==> config.mk <==
export PLATFORM = sky130hd
export DESIGN_NAME = difftest_commit_monitor_flat
export DESIGN_NICKNAME = d
export VERILOG_FILES = /design/src/rtl/difftest_commit_monitor_if.sv /design/src/rtl/difftest_commit_monitor.sv /design/src/flat_wrapper.sv
export SDC_FILE = /design/constraint.sdc
export NUM_CORES = 1
export LEC_CHECK = 0
export BUFFER_PORTS_ARGS = -buffer_cell sky130_fd_sc_hd__clkbuf_2
export CORE_AREA = 2 2 371 373
export DETAILED_ROUTE_END_ITERATION = 6
export DIE_AREA = 0 0 373 375
export GPL_ROUTABILITY_DRIVEN = 0
export HOLD_SLACK_MARGIN = 0.06
export PLACE_DENSITY_LB_ADDON = 0.2
export SYNTH_ARGS = -nofsm -noshare
export SYNTH_HDL_FRONTEND = slang
export SYNTH_SLANG_ARGS = --single-unit
==> constraint.sdc <==
create_clock -name clk -period 3.55 [get_ports clk]
set_clock_uncertainty 0.05 [all_clocks]
set_input_delay 0 -clock clk [delete_from_list [all_inputs] [get_ports clk]]
set_output_delay 0 -clock clk [all_outputs]
set_load 0.01 [all_outputs]
==> src/rtl/difftest_commit_monitor_if.sv <==
// rtl/difftest_commit_monitor_if.sv - writeback-in / commit-out bus of the difftest commit monitor
//
// Groups the per-lane pipeline writeback signals (wb_*) and the registered
// commit signals (cmt_*) that feed the difftest DPI modules.
//   master : pipeline / stimulus side, drives wb_*, observes cmt_*
//   slave  : monitor side, observes wb_*, drives cmt_*
// Lane i occupies [i*W +: W] of every flat vector; lane 0 is the oldest.
interface difftest_commit_monitor_if #(
    parameter int NR_COMMIT = 2,
    parameter int XLEN      = 64
);
    logic [NR_COMMIT*XLEN-1:0] wb_pc;
    logic [NR_COMMIT*32-1:0]   wb_inst;
    logic [NR_COMMIT-1:0]      wb_rf_we;
    logic [NR_COMMIT*5-1:0]    wb_rf_wnum;
    logic [NR_COMMIT*XLEN-1:0] wb_rf_wdata;

    logic [NR_COMMIT-1:0]      cmt_valid;
    logic [NR_COMMIT*XLEN-1:0] cmt_pc;
    logic [NR_COMMIT*32-1:0]   cmt_inst;
    logic [NR_COMMIT-1:0]      cmt_wen;
    logic [NR_COMMIT*8-1:0]    cmt_wdest;
    logic [NR_COMMIT*XLEN-1:0] cmt_wdata;

    modport master (
        output wb_pc, wb_inst, wb_rf_we, wb_rf_wnum, wb_rf_wdata,
        input  cmt_valid, cmt_pc, cmt_inst, cmt_wen, cmt_wdest, cmt_wdata
    );

    modport slave (
        input  wb_pc, wb_inst, wb_rf_we, wb_rf_wnum, wb_rf_wdata,
        output cmt_valid, cmt_pc, cmt_inst, cmt_wen, cmt_wdest, cmt_wdata
    );
endinterface

==> src/rtl/difftest_commit_monitor.sv <==
// rtl/difftest_commit_monitor.sv - multi-lane difftest commit capture with trap detect, counters and watchdog
//
// Registers up to NR_COMMIT writebacks per cycle (lane 0 oldest), detects the
// trap instruction (opcode 7'h6b), counts cycles and retired instructions and
// halts after WDOG_CYCLES consecutive cycles without a valid lane.
//
// Ports:
//   clk, rst_n     clock, asynchronous active-low reset
//   bus (slave)    wb_* inputs from the pipeline, cmt_* registered outputs
//   a0_value       current x10, low byte becomes the trap code
//   trap           sticky halt flag
//   trap_code      a0[7:0] at trap instruction, 8'hFF on watchdog expiry
//   trap_pc        PC of the trapping lane, or last committed PC on watchdog
//   cycle_cnt      RUN cycles since reset (frozen once halted)
//   instr_cnt      retired instructions since reset (frozen once halted)
//   regs_in/regs_diff  only with DIFFTEST_REGS_SNAPSHOT_EN: register file
//                  snapshot captured alongside cmt_*
//
// Optional feature macro: DIFFTEST_REGS_SNAPSHOT_EN
module difftest_commit_monitor #(
    parameter int              NR_COMMIT   = 2,
    parameter int              XLEN        = 64,
    parameter logic [XLEN-1:0] PC_START    = XLEN'(64'h8000_0000),
    parameter int              WDOG_CYCLES = 4096
) (
    input  logic                      clk,
    input  logic                      rst_n,
    difftest_commit_monitor_if.slave  bus,
    input  logic [XLEN-1:0]           a0_value,
`ifdef DIFFTEST_REGS_SNAPSHOT_EN
    input  logic [32*XLEN-1:0]        regs_in,
    output logic [32*XLEN-1:0]        regs_diff,
`endif
    output logic                      trap,
    output logic [7:0]                trap_code,
    output logic [XLEN-1:0]           trap_pc,
    output logic [63:0]               cycle_cnt,
    output logic [63:0]               instr_cnt
);

    localparam int              WDOG_W   = $clog2(WDOG_CYCLES + 1);
    localparam logic [WDOG_W-1:0] WDOG_MAX = WDOG_W'(WDOG_CYCLES);
    localparam logic [6:0]      TRAP_OP  = 7'h6b;

    typedef enum logic {
        ST_RUN  = 1'b0,
        ST_HALT = 1'b1
    } state_e;

    state_e state_q, state_d;

    logic [NR_COMMIT-1:0]      cmt_valid_q, cmt_valid_d;
    logic [NR_COMMIT*XLEN-1:0] cmt_pc_q,    cmt_pc_d;
    logic [NR_COMMIT*32-1:0]   cmt_inst_q,  cmt_inst_d;
    logic [NR_COMMIT-1:0]      cmt_wen_q,   cmt_wen_d;
    logic [NR_COMMIT*8-1:0]    cmt_wdest_q, cmt_wdest_d;
    logic [NR_COMMIT*XLEN-1:0] cmt_wdata_q, cmt_wdata_d;
    logic [7:0]                trap_code_q, trap_code_d;
    logic [XLEN-1:0]           trap_pc_q,   trap_pc_d;
    logic [63:0]               cycle_cnt_q, cycle_cnt_d;
    logic [63:0]               instr_cnt_q, instr_cnt_d;
    logic [WDOG_W-1:0]         wdog_cnt_q,  wdog_cnt_d;
    logic [XLEN-1:0]           last_pc_q,   last_pc_d;
`ifdef DIFFTEST_REGS_SNAPSHOT_EN
    logic [32*XLEN-1:0]        regs_diff_q, regs_diff_d;
`endif

    // Lane decode results
    logic [NR_COMMIT-1:0] commit;
    logic                 any_valid;
    logic                 trap_hit;
    logic [XLEN-1:0]      trap_pc_sel;
    logic [XLEN-1:0]      commit_pc;
    logic [63:0]          commit_cnt;
    logic [WDOG_W-1:0]    wdog_inc;
    logic                 wdog_expire;

    // Lanes are scanned oldest first; once a trap lane is seen every younger
    // lane is suppressed. commit_pc ends up as the youngest committed PC.
    always_comb begin
        commit      = '0;
        any_valid   = 1'b0;
        trap_hit    = 1'b0;
        trap_pc_sel = '0;
        commit_pc   = last_pc_q;
        commit_cnt  = '0;
        for (int i = 0; i < NR_COMMIT; i++) begin
            if ((bus.wb_pc[i*XLEN +: XLEN] != PC_START) || (bus.wb_inst[i*32 +: 32] != 32'h0)) begin
                any_valid = 1'b1;
                if (!trap_hit) begin
                    commit[i]  = 1'b1;
                    commit_cnt = commit_cnt + 64'd1;
                    commit_pc  = bus.wb_pc[i*XLEN +: XLEN];
                    if (bus.wb_inst[i*32 +: 7] == TRAP_OP) begin
                        trap_hit    = 1'b1;
                        trap_pc_sel = bus.wb_pc[i*XLEN +: XLEN];
                    end
                end
            end
        end
        wdog_inc    = (wdog_cnt_q == WDOG_MAX) ? WDOG_MAX : wdog_cnt_q + 1'b1;
        // A trap lane is always a valid lane, so expiry and trap can never
        // coincide; trap_hit still takes priority below for clarity.
        wdog_expire = !any_valid && (wdog_inc == WDOG_MAX);
    end

    // FSM: state register
    always_ff @(posedge clk or negedge rst_n) begin
        if (!rst_n) begin
            state_q <= ST_RUN;
        end else begin
            state_q <= state_d;
        end
    end

    // FSM: next state
    always_comb begin
        state_d = state_q;
        if ((state_q == ST_RUN) && (trap_hit || wdog_expire)) begin
            state_d = ST_HALT;
        end
    end

    // FSM: outputs and datapath next values
    always_comb begin
        cmt_valid_d = '0;
        cmt_pc_d    = cmt_pc_q;
        cmt_inst_d  = cmt_inst_q;
        cmt_wen_d   = cmt_wen_q;
        cmt_wdest_d = cmt_wdest_q;
        cmt_wdata_d = cmt_wdata_q;
        trap_code_d = trap_code_q;
        trap_pc_d   = trap_pc_q;
        cycle_cnt_d = cycle_cnt_q;
        instr_cnt_d = instr_cnt_q;
        wdog_cnt_d  = wdog_cnt_q;
        last_pc_d   = last_pc_q;
`ifdef DIFFTEST_REGS_SNAPSHOT_EN
        regs_diff_d = regs_diff_q;
`endif
        if (state_q == ST_RUN) begin
            cmt_valid_d = commit;
            cmt_pc_d    = bus.wb_pc;
            cmt_inst_d  = bus.wb_inst;
            cmt_wdata_d = bus.wb_rf_wdata;
            for (int i = 0; i < NR_COMMIT; i++) begin
                cmt_wen_d[i]         = bus.wb_rf_we[i] && (bus.wb_rf_wnum[i*5 +: 5] != 5'd0);
                cmt_wdest_d[i*8 +: 8] = {3'b000, bus.wb_rf_wnum[i*5 +: 5]};
            end
            cycle_cnt_d = cycle_cnt_q + 64'd1;
            instr_cnt_d = instr_cnt_q + commit_cnt;
            wdog_cnt_d  = any_valid ? '0 : wdog_inc;
            last_pc_d   = commit_pc;
`ifdef DIFFTEST_REGS_SNAPSHOT_EN
            regs_diff_d = regs_in;
`endif
            if (trap_hit) begin
                trap_code_d = a0_value[7:0];
                trap_pc_d   = trap_pc_sel;
            end else if (wdog_expire) begin
                trap_code_d = 8'hFF;
                trap_pc_d   = last_pc_q;
            end
        end
    end

    always_ff @(posedge clk or negedge rst_n) begin
        if (!rst_n) begin
            cmt_valid_q <= '0;
            cmt_pc_q    <= '0;
            cmt_inst_q  <= '0;
            cmt_wen_q   <= '0;
            cmt_wdest_q <= '0;
            cmt_wdata_q <= '0;
            trap_code_q <= '0;
            trap_pc_q   <= '0;
            cycle_cnt_q <= '0;
            instr_cnt_q <= '0;
            wdog_cnt_q  <= '0;
            last_pc_q   <= '0;
`ifdef DIFFTEST_REGS_SNAPSHOT_EN
            regs_diff_q <= '0;
`endif
        end else begin
            cmt_valid_q <= cmt_valid_d;
            cmt_pc_q    <= cmt_pc_d;
            cmt_inst_q  <= cmt_inst_d;
            cmt_wen_q   <= cmt_wen_d;
            cmt_wdest_q <= cmt_wdest_d;
            cmt_wdata_q <= cmt_wdata_d;
            trap_code_q <= trap_code_d;
            trap_pc_q   <= trap_pc_d;
            cycle_cnt_q <= cycle_cnt_d;
            instr_cnt_q <= instr_cnt_d;
            wdog_cnt_q  <= wdog_cnt_d;
            last_pc_q   <= last_pc_d;
`ifdef DIFFTEST_REGS_SNAPSHOT_EN
            regs_diff_q <= regs_diff_d;
`endif
        end
    end

    assign trap          = (state_q == ST_HALT);
    assign bus.cmt_valid = cmt_valid_q;
    assign bus.cmt_pc    = cmt_pc_q;
    assign bus.cmt_inst  = cmt_inst_q;
    assign bus.cmt_wen   = cmt_wen_q;
    assign bus.cmt_wdest = cmt_wdest_q;
    assign bus.cmt_wdata = cmt_wdata_q;
    assign trap_code     = trap_code_q;
    assign trap_pc       = trap_pc_q;
    assign cycle_cnt     = cycle_cnt_q;
    assign instr_cnt     = instr_cnt_q;
`ifdef DIFFTEST_REGS_SNAPSHOT_EN
    assign regs_diff     = regs_diff_q;
`endif

endmodule

==> src/flat_wrapper.sv <==
// flat-port wrapper written by rule: the top's interface ports become plain ports
module difftest_commit_monitor_flat 
#(
    parameter int              NR_COMMIT   = 2,
    parameter int              XLEN        = 64,
    parameter logic [XLEN-1:0] PC_START    = XLEN'(64'h8000_0000),
    parameter int              WDOG_CYCLES = 4096
)
  (clk, rst_n, a0_value, trap, trap_code, trap_pc, cycle_cnt, instr_cnt, bus_wb_pc, bus_wb_inst, bus_wb_rf_we, bus_wb_rf_wnum, bus_wb_rf_wdata, bus_cmt_valid, bus_cmt_pc, bus_cmt_inst, bus_cmt_wen, bus_cmt_wdest, bus_cmt_wdata);
  difftest_commit_monitor_if #(.NR_COMMIT(NR_COMMIT), .XLEN(XLEN)) bus_i ();
  input  logic clk;
  input  logic rst_n;
  input  logic [XLEN-1:0] a0_value;
  output logic trap;
  output logic [7:0] trap_code;
  output logic [XLEN-1:0] trap_pc;
  output logic [63:0] cycle_cnt;
  output logic [63:0] instr_cnt;
  input wire logic [$bits(bus_i.wb_pc)-1:0] bus_wb_pc;
  input wire logic [$bits(bus_i.wb_inst)-1:0] bus_wb_inst;
  input wire logic [$bits(bus_i.wb_rf_we)-1:0] bus_wb_rf_we;
  input wire logic [$bits(bus_i.wb_rf_wnum)-1:0] bus_wb_rf_wnum;
  input wire logic [$bits(bus_i.wb_rf_wdata)-1:0] bus_wb_rf_wdata;
  output wire logic [$bits(bus_i.cmt_valid)-1:0] bus_cmt_valid;
  output wire logic [$bits(bus_i.cmt_pc)-1:0] bus_cmt_pc;
  output wire logic [$bits(bus_i.cmt_inst)-1:0] bus_cmt_inst;
  output wire logic [$bits(bus_i.cmt_wen)-1:0] bus_cmt_wen;
  output wire logic [$bits(bus_i.cmt_wdest)-1:0] bus_cmt_wdest;
  output wire logic [$bits(bus_i.cmt_wdata)-1:0] bus_cmt_wdata;
  assign bus_i.wb_pc = bus_wb_pc;
  assign bus_i.wb_inst = bus_wb_inst;
  assign bus_i.wb_rf_we = bus_wb_rf_we;
  assign bus_i.wb_rf_wnum = bus_wb_rf_wnum;
  assign bus_i.wb_rf_wdata = bus_wb_rf_wdata;
  assign bus_cmt_valid = bus_i.cmt_valid;
  assign bus_cmt_pc = bus_i.cmt_pc;
  assign bus_cmt_inst = bus_i.cmt_inst;
  assign bus_cmt_wen = bus_i.cmt_wen;
  assign bus_cmt_wdest = bus_i.cmt_wdest;
  assign bus_cmt_wdata = bus_i.cmt_wdata;
  difftest_commit_monitor #(.NR_COMMIT(NR_COMMIT), .XLEN(XLEN), .PC_START(PC_START), .WDOG_CYCLES(WDOG_CYCLES)) u_core (.clk(clk), .rst_n(rst_n), .bus(bus_i), .a0_value(a0_value), .trap(trap), .trap_code(trap_code), .trap_pc(trap_pc), .cycle_cnt(cycle_cnt), .instr_cnt(instr_cnt));
endmodule
## After elaboration in Yosys (flattened, before gate mapping)

Cells that the tools add are included.

| word-level totals | value |
|---|---|
| output and inout port bits | 541 |
| logic and storage cells | 65 |
| input bits | 398 |
| bits in registers | 612 |

| operators by class | value |
|---|---|
| multiplexer cells | 27 |
| eq/ne operators | 6 |
| reduce and logical (&&, ||, !) cells | 14 |
| bitwise logic cells | 1 |
| $add $sub $neg | 4 |

Operators by type and width:

| operator | count |
|---|---|
| 2-to-1 mux 64 bit | 12 |
| != test 64 x 32 -> 1 bit, second input constant | 2 |
| adder 64 x 1 -> 64 bit, second input constant | 1 |
| adder 64 bit | 1 |
| nonzero test 32 bit | 2 |
| equality test 13 bit, second input constant | 2 |
| 2-to-1 mux 13 bit | 2 |
| 2-to-1 mux 8 bit | 2 |
| equality test 7 bit, second input constant | 2 |
| adder 13 x 1 -> 13 bit, second input constant | 1 |
| 2-to-1 mux 1 bit | 10 |
| nonzero test 5 bit | 2 |
| logical AND 1 bit | 4 |
| logical OR 1 bit | 3 |
| adder 1 x 1 -> 2 bit, second input constant | 1 |
| 2-to-1 mux 2 bit | 1 |
| AND reduction 2 bit | 1 |
| nonzero test 2 bit | 1 |
| logical NOT 1 bit | 1 |
| NOT 1 bit | 1 |

## Logic depth before layout (Yosys ltp)

| logic depth | value |
|---|---|
| depth after elaboration | 8 |
| depth in mapped cells | 18 |
| gate-level depth less buffers | 16 |

## Worst setup path before layout

Ideal clock, no wire load.

| timing path | value |
|---|---|
| path type | input to register |
| start point | input port bus_wb_pc[29] |
| end point | register u_core.instr_cnt_q[54] (netlist: u_core.instr_cnt[54]) |
| data required time | 3.374 ns |
| data arrival time | 3.496 ns |
| buffers on the path | 2 |
| library setup time | 0.126 ns |
| stages on the path | 18 |
| path slack | -0.122 ns |
| path through | nor4b_1 -> nand4_1 -> nor4_1 -> nand2_1 -> nand3_1 -> and2_1 -> ha_1 -> inv_1 -> fa_1 -> and4bb_2 -> and3_1 -> clkbuf_1 -> and3b_1 -> clkbuf_1 -> nand4_1 -> nor3_1 -> nand3_1 -> xnor2_1 |

| on the way | value |
|---|---|
| cells in the longest elaborated chain, start to end | 7 |
| elaborated cells between the ends (all ways) | 8 |
| those cells by class | add/sub (2); eq/ne (1); mux (4); reduce/logical (1) |

RTL lines:

| item | RTL line | text |
|---|---|---|
| start, declared | flat_wrapper.sv:19 | `input wire logic [$bits(bus_i.wb_pc)-1:0] bus_wb_pc;` |
| != test 64 x 32 -> 1 bit * | difftest_commit_monitor.sv:88 | `if ((bus.wb_pc[i*XLEN +: XLEN] != PC_START) \|\| (bus.wb_inst[i*32 +: 32] != 32'h0)) begin` |
| logical OR 1 bit * | difftest_commit_monitor.sv:88 |  |
| 2-to-1 mux 1 bit | difftest_commit_monitor.sv:88 |  |
| adder 1 x 1 -> 2 bit | difftest_commit_monitor.sv:92 | `commit_cnt = commit_cnt + 64'd1;` |
| 2-to-1 mux 64 bit | difftest_commit_monitor.sv:90 | `if (!trap_hit) begin` |
| 2-to-1 mux 64 bit * | difftest_commit_monitor.sv:88 |  |
| adder 64 bit * | difftest_commit_monitor.sv:151 | `instr_cnt_d = instr_cnt_q + commit_cnt;` |
| end signal, assigned | difftest_commit_monitor.sv:194 | `instr_cnt_q <= instr_cnt_d;` |
| end, declared | difftest_commit_monitor.sv:61 | `logic [63:0] instr_cnt_q, instr_cnt_d;` |

Mark *: on every way between the ends. The rest lies on a longest branch, timed or not.
A chain may end at the register's enable or synchronous reset.

## Final worst setup path

| timing path | value |
|---|---|
| start point | input port bus_wb_pc[5] |
| end point | register u_core.instr_cnt_q[54] (netlist: u_core.instr_cnt[54]) |

The elaborated chain is that of the path after synthesis.

==> impl_metrics.py <==
metrics = {
    "status": {
        "status": "finished, final reports clean",
    },
    "clocking": {
        "cts-buffers-inserted": 79,
        "clk_path_buf_depth": 3,
        "cts.sink_count": 612,
        "clock_latency_ns": 0.67,
        "cts_htree_levels": 3,
        "path_clk_slew_ns": 0.06,
        "clockRootBuffer": "clkbuf_16",
        "cts_tree": "built",
    },
    "synth": {
        "synth_area_leaders": "dfrtp_1 (58%), mux2_2 (14%), nand2_1 (4.3%), mux2i_1 (3.7%), xnor2_1 (2.6%)",
        "synth_adder_area_share_pct": 0.310,
        "ys.flop_type": "dfrtp_1",
        "ys_async_sr_fraction_pct": 100,
        "synth_top_family_by_area": "multiplexers",
        "ys_warn_count": 0,
        "synth-compound-area-share_pct": 4.12,
        "seq_area_frac_synth_pct": 57.5,
        "synthCells": 2240,
        "syn_area_per_cell_um2": 11.9,
        "synthMuxAreaShare_pct": 17.8,
        "synth_top_cell_by_area": "dfrtp_1",
        "synth_xor_area_share_pct": 4.21,
        "synth_seq_cells": 612,
        "synth.distinct_cells": 47,
        "yosysTopAreaCellShare_pct": 57.5,
        "synthSimpleGateAreaFrac_pct": 13.7,
        "syn_area_um2": 26600,
        "synth_edf_count": 0,
    },
    "route": {
        "met2_length_mm": 64.5,
        "via_count": 24600,
        "drt-met1-wl_mm": 55.7,
        "wl_met3_mm": 10.6,
        "drtPass1Iterations": 5,
        "top_layer_used": "met5",
        "route.detailed.drc": 0,
        "vias_per_cell": 4.31,
        "ant_nets": 0,
        "wl_per_cell_um": 23.8,
        "routed_wl_mm": 136,
        "drt_iter0_markers": 1249,
    },
    "pwr": {
        "swShare_pct": 33.2,
        "power_density_nw_per_um2": 590,
        "seq_power_share_pct": 38.5,
        "p_sw_uw": 8450,
        "leakagePower_uw": 0.0199,
        "peakVddDrop_mv": 0.379,
        "p_clk_share_pct": 32.5,
        "p_int_uw": 17000,
        "comb_power_share_pct": 29.0,
    },
    "setup_path": {
        "crit_path_frequent_cell": "nand4_1",
        "path_delay_family": "simple AND/OR/NAND/NOR gates",
        "crit_arrival_ns": 3.99,
        "cp_slowest_cell": "dlygate4sd3_1",
        "critPathCaptureType": "register",
        "cp.required_ns": 4.03,
        "r2r_cells": 9,
        "reg2reg_to": "u_core.trap_pc[25]$_DFFE_PN0P_",
        "slowest_delay_ns": 0.54,
        "r2r-start": "u_core.wdog_cnt_q[3]$_DFFE_PN0N_",
        "path_buf_inv": 5,
        "ff2ff_setup_slack_ns": 0.30,
        "worstPathMaxFanout": 4,
        "start_kind": "input port",
        "cp_cell_sequence": "dlygate4sd3_1 > clkbuf_2 > nor4_1 > buf_4 > nand4_1 > nor2_1 > nand2_1 > nand3_2 > buf_12 > and2_4 > ha_4 > inv_2 > fa_2 > and4bb_2 > and3_4 > and3b_2 > nand4_1 > nor3_2 > nand3_1 > xnor2_1",
        "worstSetupPathType": "in -> reg",
    },
    "layout": {
        "fin_cells": 5708,
        "layout_common_cells": "clkbuf_2 (870), dfrtp_1 (611), dlygate4sd3_1 (472), mux2_2 (332), nand2_1 (301)",
        "final_common_cell": "clkbuf_2",
        "drive_above_1_share_pct": 43.3,
        "final_area_um2": 43200,
        "fin_nets": 4251,
        "syn_to_final_growth_pct": 62.1,
    },
    "global_routing": {
        "grt_overflow_total": 0,
        "grt_pass1_wl_mm": 191,
        "antenna_found_initial": 17,
        "grt_pass1_vias": 25600,
        "grt_usage_pct": 18.9,
        "grt_max_degree": 128,
    },
    "placed_design": {
        "place_area_um2": 35300,
        "port-buffer-count": 876,
        "place_inst": 5085,
        "dpl.hpwl_mm": 103,
    },
    "worst_hold_path": {
        "hold_path_class": "in -> reg",
        "min-delay-start": "bus_wb_pc[61]",
        "whs_endpoint": "u_core.trap_pc[61]$_DFFE_PN0P_",
        "whs_path_depth": 5,
    },
    "timing": {
        "period_minus_slack_ns": 3.51,
        "setup_viol": 0,
        "hold_viol_final": 0,
        "worst_slew_pin_slew_ns": 1.10,
        "period_share_pct": 98.9,
        "rsz0062_at_grt": "true",
        "slew_viol_final": 0,
        "fmax_ghz": 0.285,
        "slew_headroom_pct": 25.8,
    },
    "floorplan": {
        "start_util_pct": 19.5,
        "rows": 136,
        "die_area_um2": 140000,
        "die_height_um": 375,
        "io_pins": 939,
        "core_um2": 136000,
        "fp.dieW_um": 373,
    },
    "run": {
        "drv_cap": 0,
    },
}
-- metal layers --
| metal | vias up | GRT usage (%) |
|---|---|---|
| met4 | 8 | 7.19 |
| met5 | - | 0 |
| met3 | 188 | 5.64 |
| met1 | 12300 | 23.3 |
| met2 | 879 | 31.2 |
| li1 | 11200 | - |
-- stage by stage --
stage	setup WS, ns	total power, uW	hold slack, ns	util, %	setup TNS (ns)
finish	0.0405	25500	0.0932	31.7	0
global placement	-1.31	16800	0.0294	25.9	-92.48
CTS	0.00662	25800	0.0605	31.4	0
detailed placement	-1.34	16900	0.0255	25.9	-84.26
global route	-0.173	26800	0.102	31.7	-1.29
floorplan	0.0782	12900	-0.346	-	0
-- cells in the mapped netlist (all sizes together) (4+ instances only) --
master and instances:
or3 5, xor2 50, nor4 103, ha 5, nand4 52, inv 31
mux2i 98, nor2 63, nand4b 4, nor3 17, and4 11, o221ai 30
o22a 9, and2 9, and3 27, clkbuf 89, mux2 335, o31ai 7
a21oi 10, o21ai 116, dfrtp 612, nand3 57, xnor2 78, nand2b 65
nand2 303, buf 27
-- cells by family after synthesis --
kind of cell,count (synthesis)
xor gates and xnor gates,128
buffers and inverters,147
and+or+nand+nor,734
AOI/OAI and AO/OA,179
muxes,433
adders and majority gates,6
DFF,612
other,1
-- sequential cells by signal, summed over array words and instances, names as in the netlist --
signal and count:
u_core.cycle_cnt 64, u_core.bus.cmt_valid 2, u_core.trap_pc 64, u_core.trap_code 8, u_core.bus.cmt_wen 2, u_core.wdog_cnt_q 13
u_core.last_pc_q 64, u_core.bus.cmt_wdest 10, u_core.instr_cnt 64, u_core.bus.cmt_pc 128, u_core.bus.cmt_inst 64, u_core.bus.cmt_wdata 128
u_core.trap 1
-- worst max path at each step --
stage	from	end	slack (ns)	cells past startpoint
2_1_floorplan	bus_wb_pc[29]	u_core.instr_cnt[54]$_DFFE_PN0N_	0.08	18
3_3_place_gp	bus_wb_pc[93]	u_core.instr_cnt[58]$_DFFE_PN0N_	-1.31	19
3_5_place_dp	bus_wb_pc[93]	u_core.instr_cnt[58]$_DFFE_PN0N_	-1.34	19
4_1_cts	bus_wb_inst[40]	u_core.instr_cnt[54]$_DFFE_PN0N_	0.007	20
5_1_grt	bus_wb_inst[41]	u_core.instr_cnt[54]$_DFFE_PN0N_	-0.17	20
6_report	bus_wb_pc[5]	u_core.instr_cnt[54]$_DFFE_PN0N_	0.04	20
-- worst min-delay path, cell delays in order --
cell and delay (ns):
clkbuf_2 0.18, buf_4 0.16, nand2_1 0.04, o21ai_0 0.19, mux2_1 0.18
-- layout make-up --
| type | count | area, um^2 |
|---|---|---|
| Fill cell | 14100 | 93100 |
| Sequential cell | 612 | 15300 |
| Timing Repair Buffer | 1637 | 11700 |
| Multi-Input combinational cell | 1486 | 11200 |
| Clock buffer | 116 | 2330 |
| Tap cell | 1794 | 2240 |
| Clock inverter | 29 | 317 |
| Inverter | 31 | 119 |
| Antenna cell | 3 | 7.51 |
-- power groups by stage --
stage / registers, uW / clock network (uW) / logic [uW]
final: 9800 / 8290 / 7390
after global routing: 10000 / 8860 / 7940
after CTS: 9790 / 8580 / 7470
after detailed placement: 9890 / 0 / 6990
after global placement: 9850 / 0 / 7000
after floorplan: 10400 / 0 / 2540
-- timing repair --
action | in CTS | in global routing
hold endpoints to repair | 1063 | 0
setup endpoints to repair | 50 | 33
pin swaps | 1 | 23
hold buffers | 473 | 0
gates resized for setup | 11 | 68
buffers inserted | 1 | 1
Note: power is estimated with default switching activity, not from simulation.
